[config.mk]
export PLATFORM = sky130hd
export DESIGN_NAME = pipe_add
export DESIGN_NICKNAME = d
export VERILOG_FILES = /design/src/rtl/pipe_add_pkg.sv /design/src/rtl/pipe_add_slice.sv /design/src/rtl/pipe_add.sv
export SDC_FILE = /design/constraint.sdc
export NUM_CORES = 1
export LEC_CHECK = 0
export ABC_AREA = 1
export CAP_MARGIN = 20
export CORE_MARGIN = 8
export CORE_UTILIZATION = 55
export DETAILED_ROUTE_END_ITERATION = 8
export PLACE_DENSITY = 0.8
export SLEW_MARGIN = 20
export SYNTH_ARGS = -nofsm -noshare
export SYNTH_HDL_FRONTEND = slang
export SYNTH_SLANG_ARGS = --single-unit
[constraint.sdc]
create_clock -name clk -period 2.4 [get_ports clk]
set_input_delay 0.6 -clock clk [delete_from_list [all_inputs] [get_ports clk]]
set_output_delay 0.6 -clock clk [all_outputs]
set_load 0.03 [all_outputs]
[src/rtl/pipe_add_pkg.sv]
// pipe_add_pkg: default geometry and elaboration helpers for the pipelined adder.
package pipe_add_pkg;
  localparam int DEF_WIDTH = 16;
  localparam int DEF_STAGES = 4;
  function automatic int chunk_w(input int w, input int s);
    return w / s;
  endfunction
  function automatic bit width_ok(input int w, input int s);
    return s >= 1 && s <= w && (w % s) == 0;
  endfunction
endpackage

[src/rtl/pipe_add_slice.sv]
// pipe_add_slice: combinational ripple-carry slice; also exposes the carry into its MSB.
module pipe_add_slice #(
  parameter int W = 4
) (
  input  logic [W-1:0] i_a,
  input  logic [W-1:0] i_b,
  input  logic         i_cin,
  output logic [W-1:0] o_s,
  output logic         o_cout,
  output logic         o_cmsb
);
  logic [W:0] w_c;
  always_comb begin
    w_c[0] = i_cin;
    for (int i = 0; i < W; i++) w_c[i+1] = (i_a[i] & i_b[i]) | (w_c[i] & (i_a[i] ^ i_b[i]));
  end
  assign o_s = i_a ^ i_b ^ w_c[W-1:0];
  assign o_cout = w_c[W];
  assign o_cmsb = w_c[W-1];
endmodule

[src/rtl/pipe_add.sv]
// pipe_add: pipelined ripple-carry adder/subtractor with valid/ready on both sides.
// Define PIPE_ADD_OVF_EN to add the out_ovf signed-overflow output.
module pipe_add
  import pipe_add_pkg::*;
#(
  parameter int WIDTH = DEF_WIDTH,
  parameter int STAGES = DEF_STAGES
) (
  input  logic             clk,
  input  logic             rst_n,
  input  logic             in_valid,
  output logic             in_ready,
  input  logic [WIDTH-1:0] in_a,
  input  logic [WIDTH-1:0] in_b,
  input  logic             in_cin,
  input  logic             in_sub,
  output logic             out_valid,
  input  logic             out_ready,
  output logic [WIDTH-1:0] out_sum,
`ifdef PIPE_ADD_OVF_EN
  output logic             out_ovf,
`endif
  output logic             out_cout
);
  localparam int CHUNK = chunk_w(WIDTH, STAGES);
  logic [WIDTH-1:0] w_b_eff;
  logic             w_cin_eff;
  assign w_b_eff = in_sub ? ~in_b : in_b;
  assign w_cin_eff = in_sub | in_cin;
  if (!width_ok(WIDTH, STAGES)) begin : g_bad
    $fatal(1, "pipe_add: WIDTH must be a multiple of STAGES");
  end
  for (genvar k = 0; k < STAGES; k++) begin : g_st
    // Operand bits still waiting to be added when entering stage k.
    localparam int PW = WIDTH - k * CHUNK;
    logic [PW-1:0]          w_pa, w_pb;
    logic                   w_pc, w_pv, w_ld, w_co, w_cm;
    logic [CHUNK-1:0]       w_s;
    logic [(k+1)*CHUNK-1:0] w_sn;
    logic                   r_v, r_c;
    logic [(k+1)*CHUNK-1:0] r_s;
    if (k == 0) begin : g_src
      assign w_pa = in_a;
      assign w_pb = w_b_eff;
      assign w_pc = w_cin_eff;
      assign w_pv = in_valid;
      assign w_sn = w_s;
    end else begin : g_src
      assign w_pa = g_st[k-1].g_pend.r_a;
      assign w_pb = g_st[k-1].g_pend.r_b;
      assign w_pc = g_st[k-1].r_c;
      assign w_pv = g_st[k-1].r_v;
      assign w_sn = {w_s, g_st[k-1].r_s};
    end
    if (k == STAGES - 1) begin : g_rdy
      assign w_ld = !r_v || out_ready;
    end else begin : g_rdy
      assign w_ld = !r_v || g_st[k+1].w_ld;
    end
    pipe_add_slice #(.W(CHUNK)) u_slice (
      .i_a(w_pa[CHUNK-1:0]),
      .i_b(w_pb[CHUNK-1:0]),
      .i_cin(w_pc),
      .o_s(w_s),
      .o_cout(w_co),
      .o_cmsb(w_cm)
    );
    always_ff @(posedge clk or negedge rst_n) begin
      if (!rst_n) begin
        r_v <= 1'b0;
        r_c <= 1'b0;
        r_s <= '0;
      end else if (w_ld) begin
        r_v <= w_pv;
        r_c <= w_co;
        r_s <= w_sn;
      end
    end
    if (k < STAGES - 1) begin : g_pend
      logic [PW-CHUNK-1:0] r_a, r_b;
      always_ff @(posedge clk or negedge rst_n) begin
        if (!rst_n) begin
          r_a <= '0;
          r_b <= '0;
        end else if (w_ld) begin
          r_a <= w_pa[PW-1:CHUNK];
          r_b <= w_pb[PW-1:CHUNK];
        end
      end
    end
`ifdef PIPE_ADD_OVF_EN
    if (k == STAGES - 1) begin : g_ovf
      logic r_ovf;
      always_ff @(posedge clk or negedge rst_n) begin
        if (!rst_n) r_ovf <= 1'b0;
        else if (w_ld) r_ovf <= w_cm ^ w_co;
      end
    end else begin : g_ovf
      logic w_unused;
      assign w_unused = w_cm;
    end
`else
    logic w_unused;
    assign w_unused = w_cm;
`endif
  end
  assign in_ready = g_st[0].w_ld;
  assign out_valid = g_st[STAGES-1].r_v;
  assign out_sum = g_st[STAGES-1].r_s;
  assign out_cout = g_st[STAGES-1].r_c;
`ifdef PIPE_ADD_OVF_EN
  assign out_ovf = g_st[STAGES-1].g_ovf.r_ovf;
`endif
endmodule

==> metrics.csv, run 1 <==
stage,metric,value,unit
grt,GR Overflow Total,0,
clocking,Max clock buf depth,2,
clocking,maximum level of the CTS H-tree,3,
grt,GR Util All Layers,15.5,%
worst_setup_path,launching element type of the critical path,input pin,
placed_design,setup slack after placement,-0.679,ns
routing,DR vias,2972,
clocking,clock tree from TritonCTS,done,
floorplan,die height,104,um
pwr,reported leakage power,0.00258,uW
floorplan,Die Outline Area,10800,um^2
layout,Layout Nets,565,
sta,Slew Limit Headroom,60.0,%
floorplan,standard-cell row count,32,
worst_setup_path,start point of the critical path,out_ready,
floorplan,Std-Cell Core Area,7610,um^2
routing,DR vias/cell,4.81,
layout,Layout Cells excl Fill,618,
layout,final core utilization,67.2,%
routing,iteration-0 DRC count of the detailed router,152,
sta,"Min Clock Period, post-route",2.27,ns
placed_design,Placed Instance Area,4930,um^2
sta,post-route fraction of the period consumed by the critical path,94.4,%
flow_run,max-cap violation count,0,
floorplan,initial core utilization,55.9,%
clocking,clock transition at the registers of the reported paths,0.08,ns
sta,number of hold violations in the final report,0,
placed_design,number of placed cells counting well taps,602,
clocking,CTS Buf Count,9,
floorplan,I/O Pins,57,
worst_setup_path,source of the worst register-to-register timing path,g_st[0].r_c,
grt,wire length of the first global-routing pass,13.9,mm
layout,"leading cell type in the layout, fill and taps excluded",sky130_fd_sc_hd__nand2_1,
pwr,peak ir drop on the vdd network,0.437,mV
logic_synthesis,synthesized area per cell,9.24,um^2
worst_setup_path,Reg2Reg Capture Point,g_st[1].r_s[7],
logic_synthesis,dominant synthesized flop cell,sky130_fd_sc_hd__dfrtp_1,
logic_synthesis,sequential area share after synthesis,56.5,%
floorplan,die width,104,um
logic_synthesis,number of synthesized register bits,96,
grt,vias in the first global route,3054,
sta,Worst Slack Setup Final,0.134,ns
worst_setup_path,endpoint of the worst setup timing path,in_ready,
routing,Detail Route Antenna Nets,0,
sta,number of setup violations in the final report,0,
worst_setup_path,depth of the most critical reg-to-reg path,8,
logic_synthesis,Synth cell types,19,
grt,pin count of the biggest net entering global routing,68,
worst_setup_path,Crit Path Max Fanout,2,
sta,Post-Route Skew,0.00628,ns
layout,ratio of cells with drive above 1 in the final layout,8.14,%
sta,Final Max Tran Viols,0,
routing,DRC Markers,0,
sta,unrepaired setup endpoints after global routing,false,
logic_synthesis,Post-Syn Nets,514,
worst_setup_path,"Data arrival, critical path",1.67,ns
logic_synthesis,area of the mapped netlist,4250,um^2
sta,worst hold slack,0.162,ns
grt,antenna violations before repair,0,
worst_setup_path,Critical Path RT,1.80,ns
sta,maximum clock frequency,441,MHz
clocking,number of buffers inserted to repair setup after CTS,0,
logic_synthesis,count of yosys warnings during synthesis,0,
layout,number of antenna diodes,0,
logic_synthesis,count of flip-flops with a built-in enable after synthesis,0,
worst_setup_path,class of the most critical setup path,in -> out,
worst_setup_path,Crit. End Element,primary output,
layout,final instance area,5110,um^2
placed_design,Final GP Congestion,0.738,
pwr,power density over cell area,916,nW/um^2
logic_synthesis,async set-reset flop share out of synthesis,100,%
routing,WL per Instance,12.5,um
layout,post-synthesis to final-layout area growth,20.2,%
hold_path,worst min-delay path class,in -> async,
clocking,clock root buffer master,sky130_fd_sc_hd__clkbuf_8,
clocking,clock latency on the worst-skew pair,0.35,ns
routing,total routed wirelength,7.75,mm
placed_design,estimated wirelength of the detail-placed design,5.61,mm
routing,First-pass DRT Iterations,4,
layout,most frequent cells in the layout,"202 x sky130_fd_sc_hd__nand2_1, 96 x sky130_fd_sc_hd__dfrtp_1, 50 x sky130_fd_sc_hd__clkdlybuf4s50_1, 32 x sky130_fd_sc_hd__o21ai_0, 30 x sky130_fd_sc_hd__nand3_1",
sta,transition time of the tightest slew-check pin,0.599,ns
logic_synthesis,Cells after Synth,460,
status,outcome,"finished, final reports clean",
placed_design,IO buf count,56,
worst_setup_path,register-to-register path setup slack,0.22,ns
clocking,clock tree sinks,96,
sequential cells by signal, indices dropped and copies added, names as in the netlist:
| register | count |
|---|---|
| out_sum | 16 |
| g_st.r_c | 3 |
| g_st.r_v | 3 |
| out_valid | 1 |
| out_cout | 1 |
| g_st.r_s | 24 |
| g_st.g_pend.r_a | 24 |
| g_st.g_pend.r_b | 24 |
power breakdown:
group | internal, uW | leakage [uW] | switching, uW
combinational | 585 | 0.00134 | 823
clock | 458 | 0.0000992 | 523
sequential | 2050 | 0.00115 | 239
total | 3100 | 0.00258 | 1590
per-layer routing:
metal	vias to the layer above	global-route usage, %	routed length [um]
met5	-	0	0
met4	0	6.51	69
met3	6	3.97	364
met2	67	23.8	3600
met1	1389	20.6	3720
li1	1510	-	-
per-stage QoR:
step | TNS (ns) | total power (uW)
6_report | 0 | 4680
2_1_floorplan | -0.270 | 3180
3_3_place_gp | -1.75 | 3690
4_1_cts | -0.00761 | 4730
5_1_grt | 0 | 5030
3_5_place_dp | -2.01 | 3750
area by class of cell:
cell class / count / area, um^2
fillers: 609 / 2500
flip-flops and latches: 96 / 2400
multi-input cells: 305 / 1610
repair buffers: 66 / 661
clock buffers: 13 / 169
well taps: 102 / 128
inverters: 33 / 124
clock inverters: 3 / 15.0
cell usage after synthesis, types with 2 or more instances:
cell type	n	area, um^2
sky130_fd_sc_hd__inv_1	32	120
sky130_fd_sc_hd__buf_2	14	70.1
sky130_fd_sc_hd__nand3_1	30	150
sky130_fd_sc_hd__nor2_2	2	12.5
sky130_fd_sc_hd__o21ai_1	3	15.0
sky130_fd_sc_hd__buf_4	4	30.0
sky130_fd_sc_hd__or2_2	2	12.5
sky130_fd_sc_hd__xor2_1	14	123
sky130_fd_sc_hd__nand2_1	202	758
sky130_fd_sc_hd__dfrtp_1	96	2400
sky130_fd_sc_hd__fa_1	16	320
sky130_fd_sc_hd__clkbuf_1	5	18.8
sky130_fd_sc_hd__xnor2_1	2	17.5
sky130_fd_sc_hd__o21ai_0	32	160
sky130_fd_sc_hd__buf_6	2	22.5
how the worst min path moves through the flow:
stage / start / to / slack [ns] / cells past startpoint
after floorplan: rst_n / g_st[0].g_pend.r_a[0] / 0.30 / 0
after global placement: out_sum[5] / out_sum[5] / 0.45 / 2
after detailed placement: out_sum[9] / out_sum[9] / 0.46 / 2
after CTS: rst_n / g_st[0].g_pend.r_b[7] / 0.16 / 1
after global routing: rst_n / g_st[0].g_pend.r_b[7] / 0.17 / 1
final: rst_n / g_st[0].g_pend.r_b[6] / 0.16 / 1
critical path, cell delays in order:
cell,delay (ns)
sky130_fd_sc_hd__clkdlybuf4s50_1,0.46
sky130_fd_sc_hd__nor2_2,0.19
sky130_fd_sc_hd__nand4_1,0.18
sky130_fd_sc_hd__buf_2,0.23
timing repair:
| action | in CTS | in global routing |
|---|---|---|
| setup endpoints to repair | 4 | 2 |
| hold buffers | 0 | 0 |
| gates resized for setup | 7 | 10 |
| pin swaps | 0 | 2 |
| cloned | 0 | 0 |
cell families after synthesis:
group                    count (synthesis)  share of synthesized area, %
AND/OR/NAND/NOR                        238                          22.2
flip-flops                              96                          56.5
buffers and inverters                   59                          6.36
AO/OA/AOI/OAI                           35                          4.12
XOR/XNOR                                16                          3.30
adder cells (fa/ha/maj)                 16                          7.53
Power figures use the tool's default switching activity.
==> inputs of run 2 (changes only) <==
HOLD_SLACK_MARGIN = 0.15   (was not set)
SETUP_SLACK_MARGIN = 0.2   (was not set)
==> run 2 against run 1 <==
Against the previous run:
- total power increased by 4.5%
- first-iteration DRC count increased by 0.66%
- fmax increased by 5.6%
- combinational power about the same
- largest cell class unchanged
- largest power group unchanged
==> metrics.csv, run 2 (same netlist as run 1, synthesis figures left out) <==
stage,metric,value,unit,change
status,outcome,"finished, final reports clean",,
pwr,reported leakage power,0.00263,uW,+1.8%
sta,Post-Route Skew,0.0106,ns,+0.00429 ns
placed_design,Final GP Congestion,0.765,,+3.7%
sta,"Min Clock Period, post-route",2.15,ns,-0.119 ns
worst_setup_path,class of the most critical setup path,in -> reg,,
worst_setup_path,launching element type of the critical path,input pin,,
layout,register area,2400,um^2,unchanged
routing,met2 routed WL,3.71,mm,+3.0%
grt,antenna violations before repair,0,,unchanged
routing,Detail Route Antenna Nets,0,,unchanged
placed_design,IO buf count,56,,unchanged
layout,Layout Nets,572,,+1.2%
sta,transition time of the tightest slew-check pin,0.689,ns,+0.0898 ns
sta,Final Max Tran Viols,0,,unchanged
grt,vias in the first global route,3162,,+3.5%
floorplan,Std-Cell Core Area,7610,um^2,unchanged
layout,number of antenna diodes,0,,unchanged
layout,most frequent cells in the layout,"202 x sky130_fd_sc_hd__nand2_1, 96 x sky130_fd_sc_hd__dfrtp_1, 48 x sky130_fd_sc_hd__clkdlybuf4s50_1, 30 x sky130_fd_sc_hd__nand3_1, 30 x sky130_fd_sc_hd__o21ai_0",,
sta,Slew Limit Headroom,54.1,%,-5.9 points
worst_setup_path,Crit Path Max Fanout,1,,-1
grt,GR Overflow Total,0,,unchanged
grt,GR Util All Layers,15.9,%,+0.38 points
routing,DR WL met3,436,um,+20%
clocking,maximum level of the CTS H-tree,3,,unchanged
clocking,clock latency on the worst-skew pair,0.35,ns,about the same
floorplan,I/O Pins,57,,unchanged
routing,WL per Instance,12.5,um,-0.18%
layout,ratio of cells with drive above 1 in the final layout,10.5,%,+2.4 points
pwr,peak ir drop on the vdd network,0.362,mV,-17%
clocking,CTS Buf Count,9,,unchanged
floorplan,initial core utilization,55.9,%,unchanged
placed_design,estimated wirelength of the detail-placed design,5.55,mm,-0.94%
layout,footprint of the multi-input gates,1630,um^2,+0.93%
layout,post-synthesis to final-layout area growth,22.9,%,
floorplan,die width,104,um,unchanged
sta,maximum clock frequency,466,MHz,+5.6%
routing,First-pass DRT Iterations,4,,unchanged
layout,Largest regs,"g_st.g_pend.r_a x24, g_st.g_pend.r_b x24, g_st.r_s x24",,
worst_setup_path,Crit. End Element,flip-flop,,
flow_run,max-cap violation count,0,,unchanged
grt,wire length of the first global-routing pass,14.4,mm,+3.6%
pwr,power density over cell area,936,nW/um^2,+2.2%
sta,unrepaired setup endpoints after global routing,true,,
hold_path,worst min-delay path class,in -> async,,
routing,Max Used Layer,met4,,
clocking,clock transition at the registers of the reported paths,0.09,ns,about the same
sta,number of setup violations in the final report,0,,unchanged
floorplan,die height,104,um,unchanged
routing,total routed wirelength,7.83,mm,+0.95%
layout,fillcell total,590,,-3.1%
worst_setup_path,"Data arrival, critical path",2.40,ns,+0.73 ns
clocking,clock tree sinks,96,,unchanged
sta,worst hold slack,0.271,ns,+0.108 ns
routing,met1 layer wirelength in the final routing,3.60,mm,-3.2%
layout,final instance area,5230,um^2,+2.2%
clocking,clock root buffer master,sky130_fd_sc_hd__clkbuf_8,,
clocking,clock tree from TritonCTS,done,,
routing,DR vias/cell,4.91,,+2.0%
layout,"leading cell type in the layout, fill and taps excluded",sky130_fd_sc_hd__nand2_1,,
worst_setup_path,Critical Path RT,2.65,ns,+0.85 ns
routing,iteration-0 DRC count of the detailed router,153,,+0.66%
sta,post-route fraction of the period consumed by the critical path,89.5,%,-5.0 points
layout,final core utilization,68.7,%,+1.5 points
grt,pin count of the biggest net entering global routing,56,,-18%
floorplan,standard-cell row count,32,,unchanged
floorplan,Die Outline Area,10800,um^2,unchanged
routing,DRC Markers,0,,unchanged
placed_design,Placed Instance Area,4940,um^2,about the same
clocking,Max clock buf depth,2,,unchanged
sta,number of hold violations in the final report,0,,unchanged
routing,DR vias,3067,,+3.2%
run 2: layer usage:
metal | global-route usage [%] | vias up
met5 | 0 | -
met4 | 5.89 | 0
met3 | 4.40 | 4
met2 | 25.0 | 78
met1 | 20.7 | 1465
li1 | - | 1520
run 2: path summary, 6_finish.rpt:
| check | end | cells after the start | from | slack, ns |
|---|---|---|---|---|
| max | g_st[0].r_s[3] | 11 | in_a[0] | 0.25 |
| min | g_st[0].g_pend.r_a[5] | 1 | rst_n | 0.27 |
| max reg2reg | out_sum[15] | 8 | g_st[2].r_c | 0.28 |
| min reg2reg | out_sum[5] | 2 | out_sum[5] | 0.48 |
| max in group asynchronous | g_st[2].r_v | 2 | rst_n | 1.48 |
| min in group clk | out_sum[5] | 2 | out_sum[5] | 0.48 |
run 2: layout make-up:
cell class | count | area share (%)
Sequential cell | 96 | 46.0
Multi-Input combinational cell | 305 | 31.2
Timing Repair Buffer | 73 | 13.8
Clock buffer | 11 | 2.71
Tap cell | 102 | 2.44
Inverter | 33 | 2.37
Clock inverter | 5 | 1.51
run 2: timing repair:
action	CTS	global route
pin swaps	9	11
resized for setup	27	10
setup buffers	2	3
hold buffers	0	0
setup endpoints to repair	7	5
run 2: worst max-delay path, cell delays in order:
cell	delay (ns)
sky130_fd_sc_hd__dlygate4sd2_1	0.20
sky130_fd_sc_hd__inv_2	0.04
sky130_fd_sc_hd__fa_2	0.38
sky130_fd_sc_hd__inv_2	0.06
sky130_fd_sc_hd__fa_2	0.19
sky130_fd_sc_hd__inv_2	0.04
sky130_fd_sc_hd__fa_2	0.32
sky130_fd_sc_hd__inv_2	0.06
sky130_fd_sc_hd__fa_1	0.38
sky130_fd_sc_hd__nand2_1	0.08
sky130_fd_sc_hd__nand2_1	0.04
run 2: metrics by stage:
step           worst slack (ns)  instances  total power, uW  setup TNS [ns]
6_report                  0.253        625             4890               0
3_3_place_gp             -0.624        604             3680           -1.79
2_1_floorplan            -0.203        460             3190          -0.256
4_1_cts                   0.157        622             4920               0
5_1_grt                   0.136        625             5250               0
3_5_place_dp             -0.680        604             3750           -1.99
run 2: power by group:
group	switching [uW]	total [uW]	internal, uW
clock network	529	1150	616
registers	251	2300	2050
logic	829	1440	614
==> inputs of run 3 (changes only) <==
HOLD_SLACK_MARGIN = not set   (was 0.15)
==> results of run 3 <==
Final layout, timing and power as in run 2 (identical DEF).
